## src/rtl/bit_serial_pkg.sv

```systemverilog
// rtl/bit_serial_pkg.sv - shared types and sizing helpers for the bit-serial adder
package bit_serial_pkg;

    typedef enum logic [1:0] {
        IDLE = 2'd0,
        RUN  = 2'd1,
        DONE = 2'd2
    } state_t;

    // Bit counter must index 0..width-1; a 1-bit counter is kept even for width 1.
    function automatic int cnt_width(input int width);
        return (width > 1) ? $clog2(width) : 1;
    endfunction

endpackage

```

## src/rtl/fa_nand_cell.sv

```systemverilog
// rtl/fa_nand_cell.sv - one-bit full adder built only from two-input NAND gates
module fa_nand_cell (
    input  logic a,
    input  logic b,
    input  logic cin,
    output logic sum,
    output logic cout
);

    logic n1, n2, n3, axb, n4, n5, n6;

    // Classic nine-gate form: first half-adder yields a^b, second folds in cin.
    assign n1   = ~(a & b);
    assign n2   = ~(a & n1);
    assign n3   = ~(b & n1);
    assign axb  = ~(n2 & n3);
    assign n4   = ~(axb & cin);
    assign n5   = ~(axb & n4);
    assign n6   = ~(cin & n4);
    assign sum  = ~(n5 & n6);
    assign cout = ~(n1 & n4);

endmodule

```

## src/rtl/bit_serial_adder.sv

```systemverilog
// rtl/bit_serial_adder.sv - sequences one NAND full-adder cell over WIDTH cycles, LSB first
module bit_serial_adder
    import bit_serial_pkg::*;
#(
    parameter int WIDTH = 8
) (
    input  logic             clk,
    input  logic             rst,
    input  logic             start,
    input  logic [WIDTH-1:0] op_a,
    input  logic [WIDTH-1:0] op_b,
    input  logic             cin,
    output logic             busy,
    output logic             done,
    output logic [WIDTH-1:0] sum,
    output logic             cout
);

    localparam int CW = cnt_width(WIDTH);

    state_t           state;
    state_t           state_next;
    logic             accept;
    logic             run;
    logic             last;
    logic [WIDTH-1:0] shift_a;
    logic [WIDTH-1:0] shift_b;
    logic [WIDTH-1:0] sum_next;
    logic [WIDTH-1:0] sum_q;
    logic             cout_q;
    logic             carry;
    logic [CW-1:0]    count;
    logic             cell_sum;
    logic             cell_cout;

    fa_nand_cell u_cell (
        .a    (shift_a[0]),
        .b    (shift_b[0]),
        .cin  (carry),
        .sum  (cell_sum),
        .cout (cell_cout)
    );

    always_ff @(posedge clk or posedge rst) begin
        if (rst) begin
            state <= IDLE;
        end else begin
            state <= state_next;
        end
    end

    always_comb begin
        state_next = state;
        accept     = 1'b0;
        case (state)
            IDLE: begin
                if (start) begin
                    accept     = 1'b1;
                    state_next = RUN;
                end
            end
            RUN: begin
                if (last) begin
                    state_next = DONE;
                end
            end
            DONE: begin
                if (start) begin
                    accept     = 1'b1;
                    state_next = RUN;
                end else begin
                    state_next = IDLE;
                end
            end
            default: state_next = IDLE;
        endcase
    end

    assign run  = (state == RUN);
    assign last = (count == CW'(WIDTH - 1));

    // The low result bit is already in place once shifted in, so the partial-sum
    // register only needs WIDTH-1 bits; the cell output supplies the top bit.
    generate
        if (WIDTH == 1) begin : g_w1
            assign sum_next = cell_sum;
        end else begin : g_wn
            logic [WIDTH-2:0] shift_s;

            assign sum_next = {cell_sum, shift_s};

            always_ff @(posedge clk or posedge rst) begin
                if (rst) begin
                    shift_s <= '0;
                end else if (accept) begin
                    shift_s <= '0;
                end else if (run) begin
                    shift_s <= sum_next[WIDTH-1:1];
                end
            end
        end
    endgenerate

    always_ff @(posedge clk or posedge rst) begin
        if (rst) begin
            shift_a <= '0;
            shift_b <= '0;
            carry   <= 1'b0;
            count   <= '0;
            sum_q   <= '0;
            cout_q  <= 1'b0;
        end else if (accept) begin
            shift_a <= op_a;
            shift_b <= op_b;
            carry   <= cin;
            count   <= '0;
        end else if (run) begin
            shift_a <= shift_a >> 1;
            shift_b <= shift_b >> 1;
            carry   <= cell_cout;
            if (last) begin
                sum_q  <= sum_next;
                cout_q <= cell_cout;
            end else begin
                count <= count + CW'(1);
            end
        end
    end

    assign busy = run;
    assign done = (state == DONE);
    assign sum  = sum_q;
    assign cout = cout_q;

endmodule

```

## config.mk

```make
export PLATFORM = sky130hd
export DESIGN_NAME = bit_serial_adder
export DESIGN_NICKNAME = d
export VERILOG_FILES = /design/src/rtl/bit_serial_pkg.sv /design/src/rtl/fa_nand_cell.sv /design/src/rtl/bit_serial_adder.sv
export SDC_FILE = /design/constraint.sdc
export NUM_CORES = 1
export LEC_CHECK = 0
export CORE_ASPECT_RATIO = 0.6
export CORE_MARGIN = 2
export CORE_UTILIZATION = 57
export CTS_BUF_LIST = sky130_fd_sc_hd__clkbuf_8
export DETAILED_ROUTE_END_ITERATION = 8
export PLACE_DENSITY = 0.84
export SLEW_MARGIN = 20
export SYNTH_ARGS = -nofsm -noshare
export SYNTH_HDL_FRONTEND = slang
export SYNTH_HIERARCHICAL = 1
export SYNTH_SLANG_ARGS = --single-unit
```

## constraint.sdc

```tcl
create_clock -name clk -period 3.39 [get_ports clk]
set_input_delay 1.017 -clock clk [delete_from_list [all_inputs] [get_ports clk]]
set_output_delay 1.017 -clock clk [all_outputs]
set_load 0.01 [all_outputs]
```

**Yosys cells after proc, flatten, opt, wreduce, memory -nomap -nowiden**

Index checks and enable logic that the tools add are counted.

- Bits in registers: 38
- Input bits: 20
- Output and inout bits: 11
- Word-level logic and storage cells: 57

- Reductions and logical operators: 6
- Equality and inequality tests: 6
- Bitwise gates (word level): 19
- $add $sub $neg: 1
- Multiplexer cells: 17

Operator list:

| kind | number |
|---|---|
| 8-bit two-way mux | 4 |
| 7-bit two-way mux | 2 |
| 1-bit inverter | 10 |
| 1-bit bitwise AND | 9 |
| 3-bit two-way mux | 3 |
| 2-bit case mux with 3 select lines | 1 |
| 1-bit two-way mux | 5 |
| 2-bit two-way mux | 2 |
| 2-bit != test (second input constant) | 2 |
| 2-bit AND reduction | 2 |
| 3-bit by 1-bit adder with 3-bit output (second input constant) | 1 |
| 3-bit equality test (second input constant) | 1 |
| 3-bit AND reduction | 1 |
| 2-bit by 1-bit equality test with 1-bit output (second input constant) | 1 |
| 2-bit equality test (second input constant) | 1 |
| 2-bit logical NOT | 1 |
| 2-bit by 1-bit != test with 1-bit output (second input constant) | 1 |
| 2-bit nonzero test | 1 |
| 2-bit OR reduction | 1 |

**Depth between registers and ports, before layout**

Gate-level depths: netlist of run 1.

- Depth in word-level cells: 14
- Depth in mapped cells: 5
- Depth with buffers taken out: 5

**Hierarchy**

The synthesis of run 1 kept the hierarchy.

Modules (own cells, without submodules):

| module | sequential area each (um^2) | instances | cells each | area an instance (um^2) |
|---|---|---|---|---|
| bit_serial_adder | 950.9 | 1 | 134 | 1,614.0 |
| fa_nand_cell | 0.0 | 1 | 1 | 20.0 |

**Least setup slack after synthesis of run 1**

No wires, ideal clock.

- Path type: register -> output
- From: register state[0]
- To: output done
- Path buffers: 1
- Setup slack: 1.581 ns
- Arrival: 0.792 ns
- Cell stages (with the launch flop): 3
- Path through: dfrtp_1 -> buf_6 -> and2b_2

- Cells in the longest elaborated chain, start to end: 1

RTL lines:

| element | RTL line | RTL |
|---|---|---|
| start, declared | bit_serial_adder.sv:21 | `state_t state;` |
| start signal, assigned | bit_serial_adder.sv:48 | `state <= state_next;` |
| 2-bit equality test | bit_serial_adder.sv:131 | `assign done = (state == DONE);` |
| end, declared | bit_serial_adder.sv:14 | `output logic done,` |

No other way between the ends.

**Worst setup path after layout of run 1**

- From: register state[0]
- To: output busy

- Cells in the longest elaborated chain, start to end: 1

RTL lines:

| element | RTL line | RTL |
|---|---|---|
| 2-bit by 1-bit equality test with 1-bit output | bit_serial_adder.sv:79 | `assign run = (state == RUN);` |
| end, declared | bit_serial_adder.sv:13 | `output logic busy,` |

No other way between the ends.

==> summary.md, run 1 <==
| Metric | Value |
|---|---|
| Clock insertion delay at the later pin of the skew report | ~300 ps |
| Sw Pwr | approximately 0.67 mW |
| Cells after synthesis | 135 |
| Post-Syn Area per Cell | about 12 um^2 |
| Row count | 14 |
| Pwr dens | approximately 960 nW/um^2 |
| VDD IR max | about 0.57 mV |
| Crit end category | output port |
| Syn_nets | around 160 |
| Rel. slew slack | 0.534 |
| Multi-input gate area | ~570 um^2 |
| Placement-stage cell area | just under 2000 um^2 |
| Final Non-Filler Cells | 199 |
| Post-route setup slack | 538 ps |
| Final Skew | between 9 and 10 ps |
| IO Pins | 31 |
| Post-DP HPWL | 2180 um |
| Leak pwr | approximately 0.97 nW |
| Clk pin slew, worst setup/hold paths | 80 ps |
| Post-synth top flop | dfrtp_1 |
| DRC | 0 |
| Post-DRT Antenna Nets | 0 |
| Htree depth | 2 |
| Die X | about 73 um |
| Area growth syn-to-layout | 26.4% |
| Initial antenna violation count | 0 |
| Pre-antenna DRT Iters | 4 |
| Hold Crit Class | register to register |
| Top delay family on crit path | buffers and inverters |
| Die Height | roughly 45 um |
| Post-synth EDFFs | 0 |
| Post-Place Setup Slack | a little under 900 ps |
| Clk pwr share | 0.232 |
| Worst path required time | about 2400 ps |
| CP max FO | 14 |
| Register Area | 951 um^2 |
| Proportion of layout cells with a drive suffix above 1 | 0.162 |
| Fill cells | about 160 |
| Worst-Margin Slew | 699 ps |
| Ys async rst share | 1.00 |
| CTS tree | built |
| Synth warnings | 6 |
| Die ar. | 3330 um^2 |
| Sw Ratio | 0.336 |
| Wire length per cell | approximately 18 um |
| Reg power frac | 0.412 |
| Max-cap violations | 0 |
| Via count | ~1100 |
| 1st-iter DRT viols | 141 |
| Fmax | 351 MHz |
| Clk Tree Root Cell | clkbuf_8 |
| Crit Path Class | register to output port |
| Total Routing Usage GR | 0.250 |
| Fin area | between 2000 and 2500 um^2 |
| Crit-path slowest cell | dfrtp_1 |
| ANT cells | 0 |
| Cell Int Power | 1.32 mW |
| Unrepaired setup endpoints after global routing | false |
| Total gr overflow | 0 |
| Routability cong. | ~0.75 |
| Sequential fraction of the synthesis area | 0.582 |
| Combinational share of power | 0.357 |
| Min Hold Slack | between 500 and 600 ps |
| Post-cts hold buffer count | 0 |
| Core ar. | approximately 2600 um^2 |
| Cells after DPL | roughly 190 |
| Fin Setup TNS | 0 ps |
| WL final | between 3000 and 4000 um |
| Fin crit share | 0.841 |
| Min cycle time layout | between 2000 and 3000 ps |
| Initial core utilization | 0.626 |
| Vias in the first global route | 1097 |
| CP peak stage delay | approximately 600 ps |
| Total Power Consumption | 1.98 mW |
| Yosys cell types | 28 |
| Synth Cell Area | 1630 um^2 |
| TritonCTS buffer count | 5 |
| CP arrival | 1840 ps |
| CTS Buffer Depth | 2 |
| Post_cts resized | 0 |
| First-pass GRT wire length | 5690 um |
| Yosys reg bits | 38 |
| Final nets | 189 |
| CP Launch Type | register |
| Status | finished clean |
| Largest net degree at the start of global routing | 39 |
| # clock sinks | 38 |
| Final core occ | 0.791 |
| Final Max Slew Viols | 0 |
| Worst-path cell chain | nand2b_4, inv_4, clkdlybuf4s50_1 |
| Count of final setup violators | 0 |
| Via/cell ratio | around 5.7 |
| Buffers & Inverters on Critical Path | 2 |
| Postcts setup bufs | 0 |
| Final hold violations | 0 |
| # port buffers | 30 |
-- cells in the final DEF (no fill, tap or decap) --
master	n
inv_4	1
a22o_1	9
bufinv_16	2
nor2b_1	2
inv_1	15
nand2_1	4
nand3_2	2
dfrtp_1	38
o21ai_2	1
o211ai_1	1
nand2b_1	1
nand2_4	1
clkbuf_8	5
or3b_4	1
ha_1	2
and2b_2	2
mux2_1	1
o22ai_1	13
mux2_2	8
a21oi_1	15
a21o_2	1
a211oi_1	2
nor2_1	2
mux2i_1	2
nand3_1	2
nand2b_4	1
clkdlybuf4s50_1	30
fa_1	1
buf_4	1
clkinv_4	1
-- layout make-up --
class                   instances  area share
flip-flops and latches         38       0.460
repair buffers                 31       0.149
inverters                      16      0.0303
clock inverters                 3      0.0333
well taps                      32      0.0194
multi-input cells              74       0.274
clock buffers                   5      0.0333
-- state kept, by name, indices dropped and copies added, names as in the netlist --
name	flops
g_wn.shift_s	7
count	3
state	2
carry	1
shift_a	8
shift_b	8
cout	1
sum	8
-- layer usage --
layer / vias up / routed length [um] / track usage / share of wire
met4: 0 / 23 / 0.0889 / 0.0065
met5: - / 0 / 0 / 0
met2: 38 / 1570 / 0.366 / 0.44
met1: 558 / 1680 / 0.343 / 0.47
met3: 2 / 264 / 0.0996 / 0.075
li1: 539 / - / - / -
-- worst paths after layout --
path                          start               to  slack (ps)  depth (start not counted)
max                        state[0]             busy         540                          3
min                          sum[0]           sum[0]         510                          1
max reg2reg                state[0]       shift_a[3]        1690                          3
min reg2reg                  sum[0]           sum[0]         510                          1
max in group asynchronous       rst           sum[5]        1920                          3
min in group asynchronous       rst  g_wn.shift_s[0]        1130                          3
-- kinds of logic (layout without fill, tap and decap cells) --
kind of cell | count (synthesis) | after routing | share of synthesized area
adder cells (fa/ha/maj) | 3 | 3 | 0.0276
AND/OR/NAND/NOR | 18 | 18 | 0.0766
flip-flops | 38 | 38 | 0.582
buffers and inverters | 23 | 55 | 0.0712
multiplexers | 11 | 11 | 0.0743
AO/OA/AOI/OAI | 42 | 42 | 0.168
-- cell usage after synthesis (all sizes together), types with 4 or more instances --
cell type,n,area (um^2)
dfrtp,38,951
buf,6,48.8
nand2,5,26.3
a22o,9,78.8
mux2,9,101
nand3,4,30.0
o22ai,13,81.3
inv,16,62.6
a21oi,15,75.1
-- power groups by stage --
stage	clock [mW]	combinational, mW	sequential (mW)
finish	0.459	0.707	0.816
detailed placement	0	0.691	0.817
CTS	0.467	0.713	0.813
floorplan	0	0.488	0.790
global route	0.486	0.783	0.842
global placement	0	0.666	0.803
-- worst register-to-register path, stage by stage (launching register included) --
cell      delay, ps
dfrtp_1         600
nand2b_1        630
o22ai_1         180
a21oi_1         200
Power figures use the tool's default switching activity.
==> run 2: changes to the inputs <==
Settings changed: CORE_UTILIZATION 57 to 48, PLACE_DENSITY 0.84 to 0.75.
Clock period 3.39 ns to 2.34 ns, I/O delays scaled along.
==> summary.md, run 2 (same netlist as run 1, synthesis figures left out) <==
| Metric | Value |
|---|---|
| CP peak stage delay | around 550 ps |
| Crit path to | busy |
| Crit end category | output port |
| Via/cell ratio | around 5 |
| # clock sinks | 38 |
| Largest net degree at the start of global routing | 39 |
| Sw Ratio | 0.342 |
| Clk pin slew, worst setup/hold paths | around 80 ps |
| Pwr dens | between 1000 and 1500 nW/um^2 |
| Core ar. | around 3300 um^2 |
| # port buffers | 30 |
| Crit-path slowest cell | clkdlybuf4s50_1 |
| Area growth syn-to-layout | 27.6% |
| Clk Tree Root Cell | clkbuf_8 |
| Hold Crit Class | register to register |
| Min cycle time layout | 2270 ps |
| Wire length per cell | around 14 um |
| Critical Path Stages | 3 |
| DRC | 0 |
| Die Height | a little under 50 um |
| Count of final setup violators | 0 |
| Final Max Slew Viols | 0 |
| ANT cells | 0 |
| Initial antenna violation count | 0 |
| Commonest non-fill, non-tap cell in the layout | dfrtp_1 |
| R2R Path End | count[0] |
| Pre-antenna DRT Iters | 4 |
| Leak pwr | just under 1 nW |
| Fin area | about 2100 um^2 |
| Depth of the worst register-to-register path | 5 |
| Total Power Consumption | 2.66 mW |
| CTS Buffer Depth | 2 |
| Fin Setup TNS | 0 ps |
| Total Routing Usage GR | 0.182 |
| Top delay family on crit path | buffers and inverters |
| Final hold violations | 0 |
| Via count | about 1100 |
| Register-to-register setup slack | between 700 and 800 ps |
| Buffers & Inverters on Critical Path | 2 |
| Combinational share of power | 0.397 |
| First-pass GRT wire length | 5350 um |
| Total gr overflow | 0 |
| Unrepaired setup endpoints after global routing | false |
| CTS tree | built |
| Vias in the first global route | about 1100 |
| Row count | 16 |
| Routability cong. | 0.754 |
| Hold path start | sum[0] |
| Cells after DPL | 207 |
| Worst-path cell chain | nand2b_4, inv_4, clkdlybuf4s50_1 |
| Final nets | roughly 200 |
| Cell Int Power | about 1.7 mW |
| Fmax | 440 MHz |
| Clk pwr share | 0.172 |
| Worst-Margin Slew | roughly 460 ps |
| Worst path required time | ~1600 ps |
| CP Launch Type | register |
| Fin crit share | 0.971 |
| Status | finished clean |
| VDD IR max | about 0.62 mV |
| Rel. slew slack | 0.694 |
| Die X | 79.3 um |
| Sw Pwr | slightly above 0.9 mW |
| Start point of the critical path | state[1] |
| Proportion of layout cells with a drive suffix above 1 | 0.197 |
| Fill cells | ~270 |
| Placement-stage cell area | a little under 2000 um^2 |
| Reg power frac | 0.431 |
| IO Pins | 31 |
| Commonest non-fill, non-tap cells in the layout | 37 x dfrtp_1, 30 x clkdlybuf4s50_1, 15 x inv_1, 15 x a21oi_1, 13 x o22ai_1 |
| Clock insertion delay at the later pin of the skew report | 290 ps |
| Max-cap violations | 0 |
| Post-DRT Antenna Nets | 0 |
| Post-DP HPWL | ~2100 um |
| WL final | just over 3000 um |
| Htree depth | 2 |
| Die ar. | a little under 4000 um^2 |
| Final Non-Filler Cells | 218 |
| 1st-iter DRT viols | 70 |
| CP max FO | 9 |
| Initial core utilization | 0.501 |
| Worst r2r src | count[0] |
| CP arrival | about 1600 ps |
| Crit Path Class | register to output port |
| TritonCTS buffer count | 5 |
| Final Skew | 6.34 ps |
[run 2: cell count changes in the layout (fill, tap and decap cells not counted), sizes merged]
cell,change
clkbuf,+1
buf,+6
clkinvlp,+1
bufinv,-2
[run 2: power groups by stage]
stage	clock network [mW]	logic, mW	registers [mW]
global route	0.509	1.18	1.19
detailed placement	0	1.05	1.16
global placement	0	1.01	1.14
CTS	0.471	1.05	1.15
finish	0.458	1.06	1.15
floorplan	0	0.708	1.14
[run 2: cell type report]
| type | instances | area (um^2) | area share |
|---|---|---|---|
| sequential | 38 | 952 | 0.457 |
| multi-input combinational | 74 | 567 | 0.272 |
| timing repair buffer | 37 | 353 | 0.169 |
| clock buffer | 6 | 82.6 | 0.0396 |
| inverter | 16 | 62.6 | 0.0300 |
| tap | 45 | 56.3 | 0.0270 |
| clock inverter | 2 | 12.5 | 0.00600 |
[run 2: metal layers]
layer  part of all wire  routed length [um]  GRT usage
met5                  0                   0          0
met4             0.0075                  23     0.0517
met3              0.068                 208     0.0630
met2               0.43                1310      0.270
met1               0.50                1510      0.255
[run 2: what timing repair did]
action                                 CTS  global route
gates resized for setup                  0             1
buffers inserted                         0             3
setup endpoints to repair                0             1
hold buffers                             0             0
endpoints found under the hold margin    0             0
[run 2: how the worst min path moves through the flow]
| stage | to | depth (start not counted) |
|---|---|---|
| after floorplan | sum[0] | 1 |
| after global placement | sum[0] | 1 |
| after detailed placement | sum[5] | 1 |
| after CTS | sum[5] | 1 |
| after global routing | sum[4] | 1 |
| final | sum[0] | 1 |
[run 2: per-stage QoR]
stage                     worst slack, ps  hold WS [ps]  utilization
after floorplan                       777           459            -
after global placement                252           473        0.603
after detailed placement              177           494        0.603
after CTS                            13.7           511        0.632
after global routing                 14.7           528        0.639
final                                68.1           506        0.639
==> run 3: changes to the inputs <==
Settings changed: HOLD_SLACK_MARGIN set to 0.05.
==> results of run 3 <==
The final DEF is identical to that of run 2; final timing and power are the same.
